`src/rtl/pipe_stage_buf_pkg.sv`:
```
// Shared definitions for pipe_stage_buf: occupancy state encoding and a
// helper that maps the registered state onto the occupancy count.
// Imported by pipe_stage_buf; holds no logic of its own.
package pipe_stage_buf_pkg;

    // EMPTY: nothing held, ONE: main register valid, FULL: main + skid valid
    typedef enum logic [1:0] {
        PS_EMPTY = 2'd0,
        PS_ONE   = 2'd1,
        PS_FULL  = 2'd2
    } ps_state_t;

    // Occupancy comes straight from the state register, so it never glitches
    // with same-cycle handshakes.
    function automatic logic [1:0] occ_of(input ps_state_t s);
        case (s)
            PS_ONE:  return 2'd1;
            PS_FULL: return 2'd2;
            default: return 2'd0;
        endcase
    endfunction

endpackage

```
`src/rtl/pipe_stage_buf.sv`:
```
// Purpose : valid/ready pipeline stage buffer carrying payload + kill tag, with stall and flush.
// Latency : 1 cycle (entry enqueued in cycle N is presented in cycle N+1, no bypass).
// Backpr. : SKID=1 -> 2-entry skid, in_ready from registered state only; SKID=0 -> in_ready follows out_ready.
//
// Ports:
//   clk, rst                      rising-edge clock, asynchronous active-high reset
//   stall, flush                  hold everything / discard all entries (flush wins)
//   in_valid, in_ready            upstream handshake; in_data, in_kill are the entry
//   out_valid, out_ready          downstream handshake; out_data, out_kill are the head entry
//   occupancy                     entries held (0..2, max 1 when SKID=0)
module pipe_stage_buf
    import pipe_stage_buf_pkg::*;
#(
    parameter int unsigned        DATA_W   = 96,
    parameter bit                 SKID     = 1'b1,
    parameter logic [DATA_W-1:0]  RST_DATA = '0
) (
    input  logic              clk,
    input  logic              rst,
    input  logic              stall,
    input  logic              flush,
    input  logic              in_valid,
    output logic              in_ready,
    input  logic [DATA_W-1:0] in_data,
    input  logic              in_kill,
    output logic              out_valid,
    input  logic              out_ready,
    output logic [DATA_W-1:0] out_data,
    output logic              out_kill,
    output logic [1:0]        occupancy
);

    ps_state_t         state_q, state_d;
    logic [DATA_W-1:0] main_dat_q, main_dat_d;
    logic              main_kill_q, main_kill_d;
    logic [DATA_W-1:0] skid_dat_q, skid_dat_d;
    logic              skid_kill_q, skid_kill_d;
    logic              in_fire, out_fire;

    generate
        if (SKID) begin : g_skid
            // Only the registered state decides acceptance: no comb path from out_ready.
            assign in_ready = (state_q != PS_FULL) && !stall && !rst;
        end else begin : g_noskid
            // Single register: may accept while the head leaves in the same cycle.
            assign in_ready = ((state_q == PS_EMPTY) || out_ready) && !stall && !rst;
        end
    endgenerate

    assign out_valid = (state_q != PS_EMPTY) && !stall && !rst;
    assign out_data  = main_dat_q;
    assign out_kill  = main_kill_q;
    assign occupancy = occ_of(state_q);

    assign in_fire  = in_valid && in_ready;
    assign out_fire = out_valid && out_ready;

    always_comb begin
        state_d     = state_q;
        main_dat_d  = main_dat_q;
        main_kill_d = main_kill_q;
        skid_dat_d  = skid_dat_q;
        skid_kill_d = skid_kill_q;
        if (flush) begin
            // Payload registers keep their last value; only validity and kill tags clear.
            // A same-cycle enqueue is dropped; a same-cycle dequeue already left.
            state_d     = PS_EMPTY;
            main_kill_d = 1'b0;
            skid_kill_d = 1'b0;
        end else if (!stall) begin
            unique case (state_q)
                PS_EMPTY: begin
                    if (in_fire) begin
                        state_d     = PS_ONE;
                        main_dat_d  = in_data;
                        main_kill_d = in_kill;
                    end
                end
                PS_ONE: begin
                    if (in_fire && out_fire) begin
                        main_dat_d  = in_data;
                        main_kill_d = in_kill;
                    end else if (in_fire) begin
                        // Only reachable with SKID=1: SKID=0 accepts in ONE only when the head leaves.
                        if (SKID) begin
                            state_d     = PS_FULL;
                            skid_dat_d  = in_data;
                            skid_kill_d = in_kill;
                        end
                    end else if (out_fire) begin
                        state_d = PS_EMPTY;
                    end
                end
                PS_FULL: begin
                    // Skid entry is promoted behind the departing head, keeping FIFO order.
                    if (out_fire) begin
                        state_d     = PS_ONE;
                        main_dat_d  = skid_dat_q;
                        main_kill_d = skid_kill_q;
                    end
                end
                default: state_d = PS_EMPTY;
            endcase
        end
    end

    always_ff @(posedge clk or posedge rst) begin
        if (rst) begin
            state_q     <= PS_EMPTY;
            main_dat_q  <= RST_DATA;
            main_kill_q <= 1'b0;
            skid_dat_q  <= RST_DATA;
            skid_kill_q <= 1'b0;
        end else begin
            state_q     <= state_d;
            main_dat_q  <= main_dat_d;
            main_kill_q <= main_kill_d;
            skid_dat_q  <= skid_dat_d;
            skid_kill_q <= skid_kill_d;
        end
    end

endmodule

```
`config.mk`:
```
export PLATFORM = sky130hd
export DESIGN_NAME = pipe_stage_buf
export DESIGN_NICKNAME = d
export VERILOG_FILES = /design/src/rtl/pipe_stage_buf_pkg.sv /design/src/rtl/pipe_stage_buf.sv
export SDC_FILE = /design/constraint.sdc
export NUM_CORES = 1
export LEC_CHECK = 0
export BUFFER_PORTS_ARGS = -buffer_cell sky130_fd_sc_hd__buf_2
export CAP_MARGIN = 20
export CORE_UTILIZATION = 50
export CTS_BUF_LIST = sky130_fd_sc_hd__clkbuf_8
export DETAILED_ROUTE_END_ITERATION = 8
export PLACE_DENSITY = 0.79
export SLEW_MARGIN = 5
export SYNTH_ARGS = -nofsm -noshare
export SYNTH_HDL_FRONTEND = slang
export SYNTH_SLANG_ARGS = --single-unit
```
`constraint.sdc`:
```
create_clock -name clk -period 5.68 [get_ports clk]
set_input_delay 0.568 -clock clk [delete_from_list [all_inputs] [get_ports clk]]
set_output_delay 0.568 -clock clk [all_outputs]
set_load 0.005 [all_outputs]
```
==> flow_metrics.tcl, run 1 <==
set metrics [dict create \
    clk_pin_slew_ns 0.09 \
    pwr_density_cell_nw_per_um2 397 \
    die-area_um2 17400 \
    async_flop_share_pct 100 \
    ys_ff_latch 196 \
    drv_slew 0 \
    cp.arrival_ns 3.80 \
    synth_nets 772 \
    drive_above_1_share_pct 39.9 \
    hpwl_um 11700 \
    post_cts_buffers 0 \
    synth_cells 664 \
    worst_pin_slew_ns 1.09 \
    maxCapViolations 0 \
    gr-total-overflow 0 \
    rows 47 \
    start_kind "flip-flop" \
    ios 204 \
    antenna_found_initial 2 \
    n_fill_cell 1332 \
    cts_root_buffer "clkbuf_8" \
    seq_power_share_pct 52.2 \
    numCtsBuffers 17 \
    tns_ns 0 \
    p_clk_share_pct 25.4 \
    p_sw_mw 1.13 \
    wl_um 17600 \
    track_usage_pct 21.3 \
    dp.cells 1051 \
    rrSetupSlack_ns 2.23 \
    cts_tree "done" \
    htree_levels 4 \
    ys_types 27 \
    leakagePower_nw 5.02 \
    final_util_pct 61.1 \
    synth_area_um2 8450 \
    cts.repair.resized 0 \
    swShare_pct 28.4 \
    hold_ws_ns 0.0714 \
    final-instance-count-excl-fill 1085 \
    drt_iter0_drc 253 \
    placed_cell_area_um2 9610 \
    ys_top_cells_by_count "dfrtp_1 (196), mux2i_1 (99), o21ai_0 (98)" \
    cp_max_fo 68 \
    grt_pass1_vias 5751 \
    synth_edf_count 0 \
    slew_headroom_pct 27.2 \
    core_um2 16500 \
    cts_hold_buf 0 \
    cp-end-kind "flip-flop" \
    start_util_pct 51.2 \
    rsz0062_at_grt "false" \
    fin_crit_sh_pct 60.8 \
    vias 5593 \
    ys_top_cells_by_area "dfrtp_1 (58%), mux2i_1 (12%), mux2_2 (7.6%), mux2_4 (7.1%), o21ai_0 (5.8%)" \
    synth_most_common_cell "dfrtp_1" \
    drtPass1Iterations 4 \
    viasPerCell 5.15 \
    ir_drop_uv 180 \
    die_width_um 132 \
    status "complete, no violations" \
    grt_max_degree 112 \
    stdcell_area_um2 10100 \
    clock_skew_ns 0.0102 \
    cts_buffer_depth 2 \
    nNetsFinal 959 \
    setup_violations 0 \
    synth_flop_cell "dfrtp_1" \
    ant_nets 0 \
    synth_largest_area_cell "dfrtp_1" \
    insertion_delay_ns 0.46 \
    wl_per_cell_um 16.2 \
    io_buffers 203 \
    clock_sinks 196 \
    min_path_type "input port to asynchronous set/reset pin" \
    max_freq_mhz 289 \
    synth_top_area_share_pct 58.0 \
    finalHoldViolations 0 \
    period_minus_slack_ns 3.45 \
    ys_seq_area_share_pct 58.0 \
    gp_congestion 0.803 \
    yosys_warnings 0 \
    crit_type "flip-flop to flip-flop" \
    avgSynthCellArea_um2 12.7 \
    internal-power_mw 2.87 \
    grt_pass1_wl_um 29100 \
    drcViolationCount 0 \
    combPwrFrac_pct 22.5 \
    area_delta_synth_final_pct 19.4 \
    fp.dieH_um 132 \
    cp.required_ns 6.03 \
]
## through the flow
step / setup slack [ns] / power [mW]
after floorplan: 2.58 / 2.54
after global placement: 2.40 / 2.96
after detailed placement: 2.21 / 3.03
after CTS: 2.20 / 4.05
after global routing: 1.95 / 4.25
final: 2.23 / 4.00
## power by group through the flow
stage | clock, mW | combinational (mW) | sequential, mW
2_1_floorplan | 0 | 0.446 | 2.09
3_3_place_gp | 0 | 0.875 | 2.09
3_5_place_dp | 0 | 0.915 | 2.11
4_1_cts | 1.04 | 0.915 | 2.09
5_1_grt | 1.09 | 1.01 | 2.14
6_report | 1.01 | 0.899 | 2.09
## critical path, cell delays in order, from the launching register on
cell      delay (ns)
dfrtp_1         0.44
inv_1           0.13
ha_1            0.27
nand2b_1        0.23
nor3_1          0.33
or4b_4          0.92
buf_4           0.58
mux2_2          0.39
## flip-flops by register name (all words and copies together) (netlist names)
signal       cells
out_data        96
out_kill         1
skid_dat_q      96
skid_kill_q      1
state_q          2
## cell usage in the layout, fill, tap and decap left out, types with 2 or more instances in the layout
cell type / n
inv_1: 3
bufinv_16: 5
o41ai_1: 2
dfrtp_1: 196
clkbuf_8: 18
nand2_1: 97
mux2_2: 57
mux2i_1: 99
buf_12: 2
nor3_1: 4
nor2b_1: 2
clkinv_4: 3
clkinvlp_4: 2
clkinv_2: 2
ha_1: 4
nor2_1: 6
o21ai_0: 98
diode_2: 2
buf_4: 7
mux2_4: 40
buf_2: 203
nand2b_1: 2
## worst paths after layout
kind,start,end,cells after the start
max,state_q[0],skid_dat_q[92],7
min,rst,skid_kill_q,2
max reg2reg,state_q[0],skid_dat_q[92],7
min reg2reg,out_data[14],out_data[14],2
max in group asynchronous,rst,skid_dat_q[93],4
min in group clk,in_data[31],skid_dat_q[31],2
## routing by layer
layer	GRT usage, %	vias to the layer above	wire, µm
met5	0	-	0
met4	8.72	0	444
met3	4.92	29	830
met2	34.9	150	8420
met1	27.4	2738	7870
li1	-	2676	-
## cells by family (layout without fill, tap and decap cells)
group,after synthesis,in the layout,share of synthesized area [%]
flops,196,196,58.0
compound gates,103,103,6.25
xor+xnor,1,1,0.104
mux,196,196,26.4
other cells,0,2,0
fa+ha+maj,5,5,0.740
buf+inv,47,246,2.81
simple gates,116,116,5.65
## cell type report
class	instances	area (µm²)	share of cell area (%)
inverter	3	15.0	0.149
tap	220	275	2.73
multi-input combinational	421	3330	33.0
sequential	196	4900	48.6
clock buffer	18	248	2.46
timing repair buffer	212	1110	11.0
clock inverter	13	206	2.05
antenna	2	5.00	0.0496
(Power assumes the default switching activity.)
==> run 2: changes to the inputs <==
- CORE_UTILIZATION: 50 -> 55
- PLACE_DENSITY: 0.79 -> 0.83
- clock period: 5.68 -> 3.4 ns (I/O delays scaled with it)
==> run 2 against run 1 <==
Net effect: fmax grew 25%; clock-buffer cell count shrank 1; combinational power grew 69%; sequential share of layout area grew 0.22 points; critical path type unchanged.
==> flow_metrics.tcl, run 2 (synthesis gave the netlist of run 1 again) <==
set metrics [dict create \
    clock_sinks 196 \
    fp.dieH_um 126 \
    min_path_type "input port to asynchronous set/reset pin" \
    cts_buffer_depth 2 \
    io_buffers 203 \
    antenna_found_initial 1 \
    cts.repair.resized 0 \
    drive_above_1_share_pct 40.0 \
    drv_slew 0 \
    nNetsFinal 961 \
    cp.required_ns 3.72 \
    ant_nets 0 \
    max_freq_mhz 362 \
    die-area_um2 15900 \
    gr-total-overflow 0 \
    fin_crit_sh_pct 81.3 \
    maxCapViolations 0 \
    leakagePower_nw 5.03 \
    finalPower_mw 6.55 \
    cp_max_fo 84 \
    final_common_cell "buf_2" \
    cts_hold_buf 0 \
    slew_headroom_pct 32.0 \
    n_fill_cell 1105 \
    ir_drop_uv 418 \
    critical_path.most_common_cell "buf_4" \
    area_delta_synth_final_pct 18.8 \
    cpPeakStageDelay_ns 0.57 \
    grt_pass1_vias 5828 \
    grt_max_degree 127 \
    final_cell_mix "buf_2 (203), dfrtp_1 (196), mux2i_1 (99)" \
    rows 44 \
    ios 204 \
    cp-end-kind "flip-flop" \
    htree_levels 4 \
    core_um2 14800 \
    final-instance-count-excl-fill 1050 \
    clk_pin_slew_ns 0.11 \
    drt_iter0_drc 265 \
    setup_violations 0 \
    pwr_density_cell_nw_per_um2 652 \
    start_kind "flip-flop" \
    drcViolationCount 0 \
    cp_num_buf_inv 4 \
    finalWorstSetupSlack_ns 0.635 \
    start_util_pct 57.3 \
    worst_pin_slew_ns 1.02 \
    rsz0062_at_grt "false" \
    wl_per_cell_um 16.1 \
    cts_tree "done" \
    finalHoldViolations 0 \
    crit_path_top_delay_cell "buf_4" \
    crit_family "buffers and inverters" \
    track_usage_pct 22.3 \
    insertion_delay_ns 0.47 \
    cp.arrival_ns 3.09 \
    status "complete, no violations" \
    worstPathCellList "inv_1 -> ha_4 -> buf_4 -> o41ai_1 -> o211ai_1 -> buf_4 -> buf_16 -> o21ai_0" \
    cts_root_buffer "clkbuf_8" \
    gp_congestion 0.774 \
    grt_pass1_wl_um 27900 \
    dp.cells 1017 \
    period_minus_slack_ns 2.76 \
    place_ws_ns 0.365 \
    crit_type "flip-flop to flip-flop" \
    wl_um 16900 \
    viasPerCell 5.36 \
    clock_skew_ns 0.0213 \
    hpwl_um 11300 \
    drtPass1Iterations 4 \
    vias 5631 \
    post_cts_buffers 0 \
    tns_ns 0 \
    die_width_um 126 \
    numCtsBuffers 17 \
]
run 2: cell count changes in the layout (fill, tap and decap cells not counted), sizes merged:
cell	change
bufinv	-2
clkbuf	-1
inv	+5
clkinv	-2
diode	-1
buf	+2
run 2: worst paths after layout:
kind	depth (start not counted)	to	slack [ns]	start
setup / recovery	8	out_data[36]	0.64	state_q[0]
hold / removal	2	skid_dat_q[49]	0.04	rst
setup reg to reg	8	out_data[36]	0.64	state_q[0]
hold reg to reg	2	out_data[55]	0.48	out_data[55]
max in group asynchronous	3	skid_dat_q[89]	2.50	rst
min in group clk	2	skid_dat_q[50]	0.11	in_data[50]
run 2: layout make-up:
type,count,area [µm²],area share [%]
diodes,1,2.50,0.0249
repair buffers,214,1160,11.5
flip-flops and latches,196,4900,48.8
well taps,184,230,2.29
clock buffers,17,234,2.33
clock inverters,14,175,1.74
multi-input cells,421,3330,33.1
inverters,3,15.0,0.149
run 2: metal layers:
metal / vias up / GRT usage (%) / part of all wire (%)
met4: 0 / 7.87 / 2.1
met2: 154 / 35.9 / 48
li1: 2692 / - / -
met5: - / 0 / 0
met1: 2758 / 28.9 / 44
met3: 27 / 6.37 / 5.7
run 2: metrics by stage:
stage | area, µm² | hold slack, ns | utilization (%)
after CTS | 10000 | 0.0588 | 67.9
after detailed placement | 9610 | 0.465 | 65.1
final | 10000 | 0.0419 | 68.1
after global placement | 9610 | 0.456 | 65.1
after floorplan | 8460 | 0.473 | -
after global routing | 10000 | 0.0837 | 68.1
run 2: power by group:
part / internal (mW) / switching, mW
logic: 0.829 / 0.690
clock network: 0.736 / 0.830
registers: 3.07 / 0.394
total: 4.64 / 1.91
run 2: worst reg2reg max path, delay by kind of cell (launching register included):
family | cells | cell delay (ns)
flip-flops | 1 | 0.43
AO/OA/AOI/OAI | 3 | 0.57
adder cells (fa/ha/maj) | 1 | 0.18
buffers and inverters | 4 | 1.45
==> run 3: changes to the inputs <==
- clock period: 3.4 -> 2.9 ns (I/O delays scaled with it)
==> run 3 against run 2 <==
Net effect: global-route usage about the same; final cell count decreased by 0.19%; power increased by 16%; register-to-register slack got worse by 0.19 ns; worst setup slack got worse by 0.28 ns; clock-buffer cell count increased by 3; sequential share of layout area about the same; critical path depth decreased by 3; utilization about the same; die area unchanged; critical endpoint is now in_ready; highest routed layer unchanged.
==> flow_metrics.tcl, run 3 (synthesis gave the netlist of run 1 again) <==
set metrics [dict create \
    status "complete, no violations" \
    internal-power_mw 5.40 \
    worst_pin_slew_ns 0.939 \
    cp.arrival_ns 2.25 \
    cp.required_ns 2.61 \
    tns_ns 0 \
    vias 5576 \
    drtPass1Iterations 4 \
    p_sw_mw 2.18 \
    viasPerCell 5.32 \
    track_usage_pct 22.3 \
    seq_power_share_pct 53.6 \
    clk_pin_slew_ns 0.09 \
    grt_pass1_vias 5644 \
    rows 44 \
    placed_cell_area_um2 9660 \
    cts_root_buffer "clkbuf_8" \
    area_delta_synth_final_pct 18.9 \
    start_util_pct 57.3 \
    insertion_delay_ns 0.45 \
    pwr_density_cell_nw_per_um2 755 \
    finalPower_mw 7.58 \
    rsz0062_at_grt "false" \
    fp.dieH_um 126 \
    final_common_cell "buf_2" \
    cp_max_fo 53 \
    final_cell_mix "buf_2 (203), dfrtp_1 (196), mux2i_1 (99)" \
    clock_sinks 196 \
    cts_tree "done" \
    clock_skew_ns 0.0130 \
    max_freq_mhz 393 \
    grt_max_degree 113 \
    combPwrFrac_pct 23.6 \
    antenna_found_initial 1 \
    grt_pass1_wl_um 27900 \
    wl_um 16800 \
    leakagePower_nw 5.03 \
    hold_ws_ns 0.0819 \
    ant_nets 0 \
    drv_slew 0 \
    ir_drop_uv 464 \
    setup_violations 0 \
    core_um2 14800 \
    ios 204 \
    wl_per_cell_um 16.1 \
    stdcell_area_um2 10000 \
    htree_levels 4 \
    nNetsFinal 961 \
    die-area_um2 15900 \
    finalHoldViolations 0 \
    post_cts_buffers 0 \
    hpwl_um 11300 \
    gr-total-overflow 0 \
    drcViolationCount 0 \
    period_minus_slack_ns 2.54 \
    crit_type "flip-flop to primary output" \
    cp-end-kind "primary output" \
    p_clk_share_pct 22.8 \
    swShare_pct 28.8 \
    cts_buffer_depth 2 \
    io_buffers 203 \
    drive_above_1_share_pct 39.6 \
    maxCapViolations 0 \
    start_kind "flip-flop" \
    slew_headroom_pct 37.4 \
    cts_hold_buf 1 \
    die_width_um 126 \
    drt_iter0_drc 262 \
    diodes 0 \
    min_path_type "input port to flip-flop" \
    cts.repair.resized 0 \
    gp_congestion 0.749 \
    fin_crit_sh_pct 87.8 \
    numCtsBuffers 17 \
]
-- run 3: changes by cell type in the layout (fill, tap and decap cells not counted), sizes merged --
cell	change
inv	-2
clkinvlp	+1
clkbuf	+3
buf	-1
clkinv	-2
dlygate4sd3	+1
bufinv	-1
diode	-1
-- run 3: critical path: stages (launching register included) --
cell     delay, ns
dfrtp_1       0.44
inv_1         0.16
ha_4          0.19
buf_4         0.70
nor3_1        0.14
buf_2         0.19
-- run 3: cell type report --
class	instances	area, µm²
clock buffers	20	275
clock inverters	10	109
fillers	1114	4700
inverters	3	15.0
multi-input cells	421	3330
flip-flops and latches	196	4900
well taps	184	230
repair buffers	214	1190
-- run 3: power by group through the flow --
stage	clock network, mW	registers [mW]	logic, mW
finish	1.73	4.07	1.79
global route	1.89	4.17	2.01
CTS	1.78	4.07	1.81
detailed placement	0	4.11	1.82
global placement	0	4.08	1.72
floorplan	0	4.10	0.874
-- run 3: through the flow --
step                setup slack (ns)  instances  utilization [%]
finish                         0.355       1048             68.1
global route                   0.187       1048             68.1
CTS                            0.272       1048             68.1
detailed placement             0.509       1017             65.4
global placement               0.562       1017             65.4
floorplan                     0.0776        664                -
-- run 3: path summary, 6_finish.rpt --
path | start | endpoint | slack [ns] | cells past startpoint
setup / recovery | state_q[0] | in_ready | 0.36 | 5
min in group asynchronous | rst | out_data[58] | 0.51 | 3
hold / removal | in_data[56] | skid_dat_q[56] | 0.08 | 2
hold reg to reg | out_data[83] | out_data[83] | 0.48 | 2
max in group asynchronous | rst | skid_dat_q[92] | 1.68 | 4
setup reg to reg | state_q[0] | out_data[34] | 0.45 | 7
-- run 3: routing by layer --
metal,part of all wire [%],track usage (%)
met5,0,0
met4,1.0,5.74
met3,6.1,7.73
met2,47,35.8
met1,46,29.0
